--- src/rtl/imem_ctrl_pkg.sv ---
// ---------------------------------------------------------------------------
// imem_ctrl_pkg
// Shared types and default sizes for the instruction-memory load controller.
//   imem_state_t      : controller FSM encoding (IDLE, LOAD, DRAIN, RUN)
//   IMEM_ADDR_W       : default instruction RAM address width (64 words)
//   IMEM_DATA_W       : default instruction word width
//   IMEM_DRAIN_CYCLES : default idle gap between the last write and CPU release
// ---------------------------------------------------------------------------
package imem_ctrl_pkg;

  localparam int IMEM_ADDR_W       = 6;
  localparam int IMEM_DATA_W       = 32;
  localparam int IMEM_DRAIN_CYCLES = 2;

  typedef enum logic [1:0] {
    IDLE  = 2'd0,
    LOAD  = 2'd1,
    DRAIN = 2'd2,
    RUN   = 2'd3
  } imem_state_t;

endpackage

--- src/rtl/imem_load_ctrl.sv ---
// ---------------------------------------------------------------------------
// imem_load_ctrl
// Owns the single instruction-RAM port. While a program streams in from the
// loader, the CPU is held and loader words are written (one registered write
// per word). Once the loader signals done, the block waits DRAIN_CYCLES idle
// cycles so the last write settles, then releases the CPU and passes the port
// straight through to instruction fetch. A reload request in RUN restarts
// the loader and goes back to loading.
//
// Ports
//   clk, rst_n           : clock, asynchronous active-low reset
//   ld_valid/ld_data/ld_addr : loader word stream (ld_addr is a word index)
//   ld_done              : loader finished (level)
//   ld_restart           : one-cycle pulse asking the loader to start over
//   reload               : reprogram request, honoured only in RUN
//   cpu_fetch_req/addr   : CPU fetch request and address
//   cpu_fetch_gnt        : fetch granted this cycle (RUN only)
//   cpu_run              : CPU released from hold
//   mem_en/we/addr/wdata : instruction RAM port
//   words_loaded         : in-range words written in the current load
//   err_oob              : sticky, a word addressed beyond the RAM was dropped
//   err_late             : sticky, a loader word arrived in DRAIN or RUN
//   state                : FSM state for debug
// Parameters
//   ADDR_W, DATA_W, DRAIN_CYCLES (DRAIN_CYCLES must be at least 1)
// ---------------------------------------------------------------------------
module imem_load_ctrl
  import imem_ctrl_pkg::*;
#(
  parameter int ADDR_W       = IMEM_ADDR_W,
  parameter int DATA_W       = IMEM_DATA_W,
  parameter int DRAIN_CYCLES = IMEM_DRAIN_CYCLES
) (
  input  logic              clk,
  input  logic              rst_n,
  input  logic              ld_valid,
  input  logic [DATA_W-1:0] ld_data,
  input  logic [31:0]       ld_addr,
  input  logic              ld_done,
  output logic              ld_restart,
  input  logic              reload,
  input  logic              cpu_fetch_req,
  input  logic [ADDR_W-1:0] cpu_fetch_addr,
  output logic              cpu_fetch_gnt,
  output logic              cpu_run,
  output logic              mem_en,
  output logic              mem_we,
  output logic [ADDR_W-1:0] mem_addr,
  output logic [DATA_W-1:0] mem_wdata,
  output logic [ADDR_W:0]   words_loaded,
  output logic              err_oob,
  output logic              err_late,
  output logic [1:0]        state
);

  localparam int CNT_W = (DRAIN_CYCLES > 1) ? $clog2(DRAIN_CYCLES) : 1;
  localparam logic [CNT_W-1:0] CNT_LAST = CNT_W'(DRAIN_CYCLES - 1);
  localparam logic [ADDR_W:0] WORDS_MAX = {1'b1, {ADDR_W{1'b0}}};

  imem_state_t       state_q;
  logic              ld_done_q;
  logic [CNT_W-1:0]  drain_cnt;
  logic              wr_en_q;
  logic [ADDR_W-1:0] wr_addr_q;
  logic [DATA_W-1:0] wr_data_q;

  logic done_edge;
  logic addr_ok;
  logic in_run;

  // Decode helpers: the loader's done is a level, so only its rising edge
  // ends a load; an address is usable only if no bits above the RAM
  // index are set.
  always_comb begin
    done_edge = ld_done & ~ld_done_q;
    addr_ok   = (ld_addr[31:ADDR_W] == '0);
    in_run    = (state_q == RUN);
  end

  // Main controller. Loader writes are captured into a one-deep write
  // register so the RAM sees them one cycle later. ld_done_q follows
  // ld_done even across a reload, so a done level still high from the
  // previous program is not mistaken for a new completion: the loader
  // has to drop and re-raise it.
  always_ff @(posedge clk or negedge rst_n) begin
    if (!rst_n) begin
      state_q      <= IDLE;
      ld_done_q    <= 1'b0;
      drain_cnt    <= '0;
      wr_en_q      <= 1'b0;
      wr_addr_q    <= '0;
      wr_data_q    <= '0;
      words_loaded <= '0;
      err_oob      <= 1'b0;
      err_late     <= 1'b0;
      ld_restart   <= 1'b0;
      cpu_run      <= 1'b0;
    end else begin
      ld_done_q  <= ld_done;
      ld_restart <= 1'b0;
      wr_en_q    <= 1'b0;
      case (state_q)
        IDLE, LOAD: begin
          if (ld_valid) begin
            if (addr_ok) begin
              wr_en_q   <= 1'b1;
              wr_addr_q <= ld_addr[ADDR_W-1:0];
              wr_data_q <= ld_data;
              if (words_loaded != WORDS_MAX) begin
                words_loaded <= words_loaded + 1'b1;
              end
            end else begin
              err_oob <= 1'b1;
            end
          end
          // A word arriving with the done edge is still written above;
          // the write lands in the first DRAIN cycle.
          if (done_edge) begin
            state_q   <= DRAIN;
            drain_cnt <= '0;
          end else if (ld_valid) begin
            state_q <= LOAD;
          end
        end
        DRAIN: begin
          if (ld_valid) begin
            err_late <= 1'b1;
          end
          if (drain_cnt == CNT_LAST) begin
            state_q <= RUN;
            cpu_run <= 1'b1;
          end else begin
            drain_cnt <= drain_cnt + 1'b1;
          end
        end
        RUN: begin
          if (reload) begin
            state_q      <= LOAD;
            cpu_run      <= 1'b0;
            ld_restart   <= 1'b1;
            words_loaded <= '0;
            err_oob      <= 1'b0;
            err_late     <= 1'b0;
          end else if (ld_valid) begin
            err_late <= 1'b1;
          end
        end
        default: begin
          state_q <= IDLE;
        end
      endcase
    end
  end

  // RAM port steering: in RUN the fetch unit drives the port directly so a
  // fetch costs no extra cycle; otherwise the registered loader write owns it.
  always_comb begin
    cpu_fetch_gnt = in_run & cpu_fetch_req;
    mem_en        = in_run ? cpu_fetch_req : wr_en_q;
    mem_we        = ~in_run & wr_en_q;
    mem_addr      = in_run ? cpu_fetch_addr : wr_addr_q;
    mem_wdata     = wr_data_q;
    state         = state_q;
  end

endmodule

--- config.mk ---
export PLATFORM = sky130hd
export DESIGN_NAME = imem_load_ctrl
export DESIGN_NICKNAME = d
export VERILOG_FILES = /design/src/rtl/imem_ctrl_pkg.sv /design/src/rtl/imem_load_ctrl.sv
export SDC_FILE = /design/constraint.sdc
export NUM_CORES = 1
export LEC_CHECK = 0
export BUFFER_PORTS_ARGS = -buffer_cell sky130_fd_sc_hd__buf_2
export CAP_MARGIN = 20
export CORE_UTILIZATION = 45
export DETAILED_ROUTE_END_ITERATION = 8
export GPL_TIMING_DRIVEN = 0
export PLACE_DENSITY = 0.81
export SYNTH_ARGS = -nofsm -noshare
export SYNTH_HDL_FRONTEND = slang
export SYNTH_SLANG_ARGS = --single-unit
--- constraint.sdc ---
create_clock -name clk -period 4.4 [get_ports clk]
set_input_delay 0.88 -clock clk [delete_from_list [all_inputs] [get_ports clk]]
set_output_delay 0.88 -clock clk [all_outputs]
set_load 0.01 [all_outputs]
==> metrics.txt <==
fin nets=397; Syn Area/Cell=around 13 um^2; cts hold-fix bufs=0; GPL Wtd Cong=0.810; placed inst area=0.00310 mm^2; Remaining DRCs=0; Final Non-Filler Cells=387; post-synthesis register bit count=54; status=finished clean; detailed-router iteration count before antenna repair=4; PnR worst setup slack=1.54 ns; P_sw=399 uW; met1 Use GR=0.221; # H-tree levels=2; combinational power share=0.289; Seq pwr share=0.457; synthesis-to-finish area growth=36.5%; RSZ-0062 raised after global routing=false; internal power=873 uW; fraction of layout cells with a size suffix above 1=0.569; Sink Count=54; commonest cells after routing, fill and taps aside=129 x buf_2, 54 x dfrtp_1, 36 x mux2_2; most used routing layer=met2; Die ar.=0.00552 mm^2; commonest non-fill, non-tap cell in the layout=buf_2; Power per Cell Area=396 mW/mm^2; Inst Count DP=~380; via/cell ratio=4.96; Clock transition at path regs=0.09 ns; clock group share of total power=0.254; synth top area cells=dfrtp_1 57%, mux2_2 17%, mux2_1 4.3%; Power Total=~1.3 mW; Final period util=0.650; largest net degree at the start of global routing=42; Crit Path Category=reg2out; Final Hold Viols=0; GR Overflow Total=0; worst skew pair latency=roughly 0.30 ns; design area=0.00321 mm^2; Synth area leader=dfrtp_1; die width=74.3 um; Peak VDD IR=0.000239 V; slack of the worst reg-to-reg path=2.54 ns; Cell Rows=25; switching share of power=0.314; post-synthesis sequential area ratio=0.574; top cell type's share of synthesized area=0.574; Initial Utilization=0.482; DR iter-0 viols=89; # fillers=403; Worst EP required=3.52 ns; Via Count=around 1900; largest fanout on the critical path=10; maxcap violations=0; initial antenna violation count=0; Hold WC Path Type=in2async; FF/Latch Area=0.00135 mm^2; Final Skew=0.00466 ns; clock root cell=clkbuf_8; # IOs=130; Yosys warning count=0; port buffer count=roughly 130; mapped cell area=0.00235 mm^2; CP Launch Type=flip-flop; Top FF cell, synth=dfrtp_1; Place WS=1.44 ns; Die Y=74.3 um; multi-input logic area=923 um^2; Post-DP HPWL=3.95 mm; Core Region=0.00488 mm^2; TNS Setup=0 ns; crit path DAT=1.98 ns; Post-synth EDFFs=0; post-synth cell types=31; Worst setup EP type=output port; Max Fclk=between 0.3 and 0.4 GHz; WL/cell=13.2 um; cts bufs inserted=5; first-pass GRT wire length=7.80 mm; Synth async-reset ratio=1.00; Global Route Usage Sum=0.186; Static Leakage=1.83 nW; Post-Synthesis Cells=around 180; clk buf depth=2; total wire length=5.09 mm; Setup Viol. Count Final=0; met3 Use GR=0.0528; postcts setup bufs=0; antenna diode count=0; vias in the first global route=~1800; CTS-repair resized insts=0; slew margin rel.=0.590; Max Slew Vio Count=0; Final ANT Viol Nets=0; Worst Max-Slew Pin Slew=~0.61 ns; syn nets=260; met2 Use GR=0.332; fin crit period=2.86 ns; CTS tree=yes
-- sequential cells by signal (all words and copies together), names as in the netlist --
name          flops
wr_addr_q         6
cpu_run           1
err_late          1
wr_en_q           1
words_loaded      7
mem_wdata        32
ld_restart        1
ld_done_q         1
err_oob           1
state             2
drain_cnt         1
-- final cells by class --
cell class,instances,area share
flip-flops and latches,54,0.421
clock buffers,6,0.0226
clock inverters,2,0.0117
plain buffers,8,0.0187
well taps,67,0.0261
multi-input cells,115,0.287
inverters,5,0.00584
repair buffers,130,0.207
-- routing by layer --
layer / part of all wire / up-vias
met5: 0 / -
met4: 0.0041 / 0
met3: 0.064 / 2
met2: 0.51 / 71
met1: 0.42 / 918
li1: - / 930
-- synth_stat cells (2+ instances only) --
| library cell | instances |
|---|---|
| ha_1 | 2 |
| buf_4 | 2 |
| o21ai_0 | 6 |
| a21oi_1 | 12 |
| nand2_1 | 9 |
| nand3_1 | 4 |
| o31ai_1 | 3 |
| nor4_1 | 5 |
| clkbuf_1 | 3 |
| mux2_2 | 36 |
| buf_6 | 3 |
| inv_1 | 5 |
| o22ai_1 | 3 |
| dfrtp_1 | 54 |
| and2_1 | 2 |
| nor2_1 | 5 |
| and3_1 | 3 |
| mux2_1 | 9 |
| nand4_1 | 2 |
| a31oi_1 | 3 |
-- power groups by stage --
stage | clock network, mW | logic, mW | registers [mW]
floorplan | 0 | 0.202 | 0.604
global placement | 0 | 0.361 | 0.589
detailed placement | 0 | 0.369 | 0.591
CTS | 0.329 | 0.370 | 0.581
global route | 0.349 | 0.414 | 0.589
finish | 0.323 | 0.368 | 0.582
-- worst max-delay path, cell delays in order, from the launching register on --
cell and delay (ns):
dfrtp_1 0.36, clkbuf_1 0.33, nand2_1 0.32, and2_1 0.27, or2_2 0.27, buf_2 0.15
-- cells by family (layout without fill, tap and decap cells) --
| kind of cell | Yosys count | after routing | synth area share |
|---|---|---|---|
| flops | 54 | 54 | 0.574 |
| mux | 46 | 46 | 0.220 |
| compound gates | 30 | 30 | 0.0750 |
| simple gates | 37 | 37 | 0.0872 |
| fa+ha+maj | 2 | 2 | 0.0106 |
| buf+inv | 13 | 151 | 0.0335 |
-- final timing paths --
path | endpoint | cells past startpoint | startpoint
max | mem_en | 5 | state[0]
min | mem_wdata[18] | 1 | rst_n
max reg2reg | words_loaded[5] | 6 | state[0]
min reg2reg | mem_wdata[31] | 1 | mem_wdata[31]
max in group asynchronous | wr_addr_q[0] | 2 | rst_n
min in group clk | mem_wdata[31] | 1 | mem_wdata[31]
-- through the flow --
step	hold slack [ns]	util
2_1_floorplan	0.452	-
3_3_place_gp	0.463	0.632
3_5_place_dp	0.469	0.636
4_1_cts	0.479	0.658
5_1_grt	0.485	0.658
6_report	0.476	0.658
Note: power is estimated with default switching activity, not from simulation.
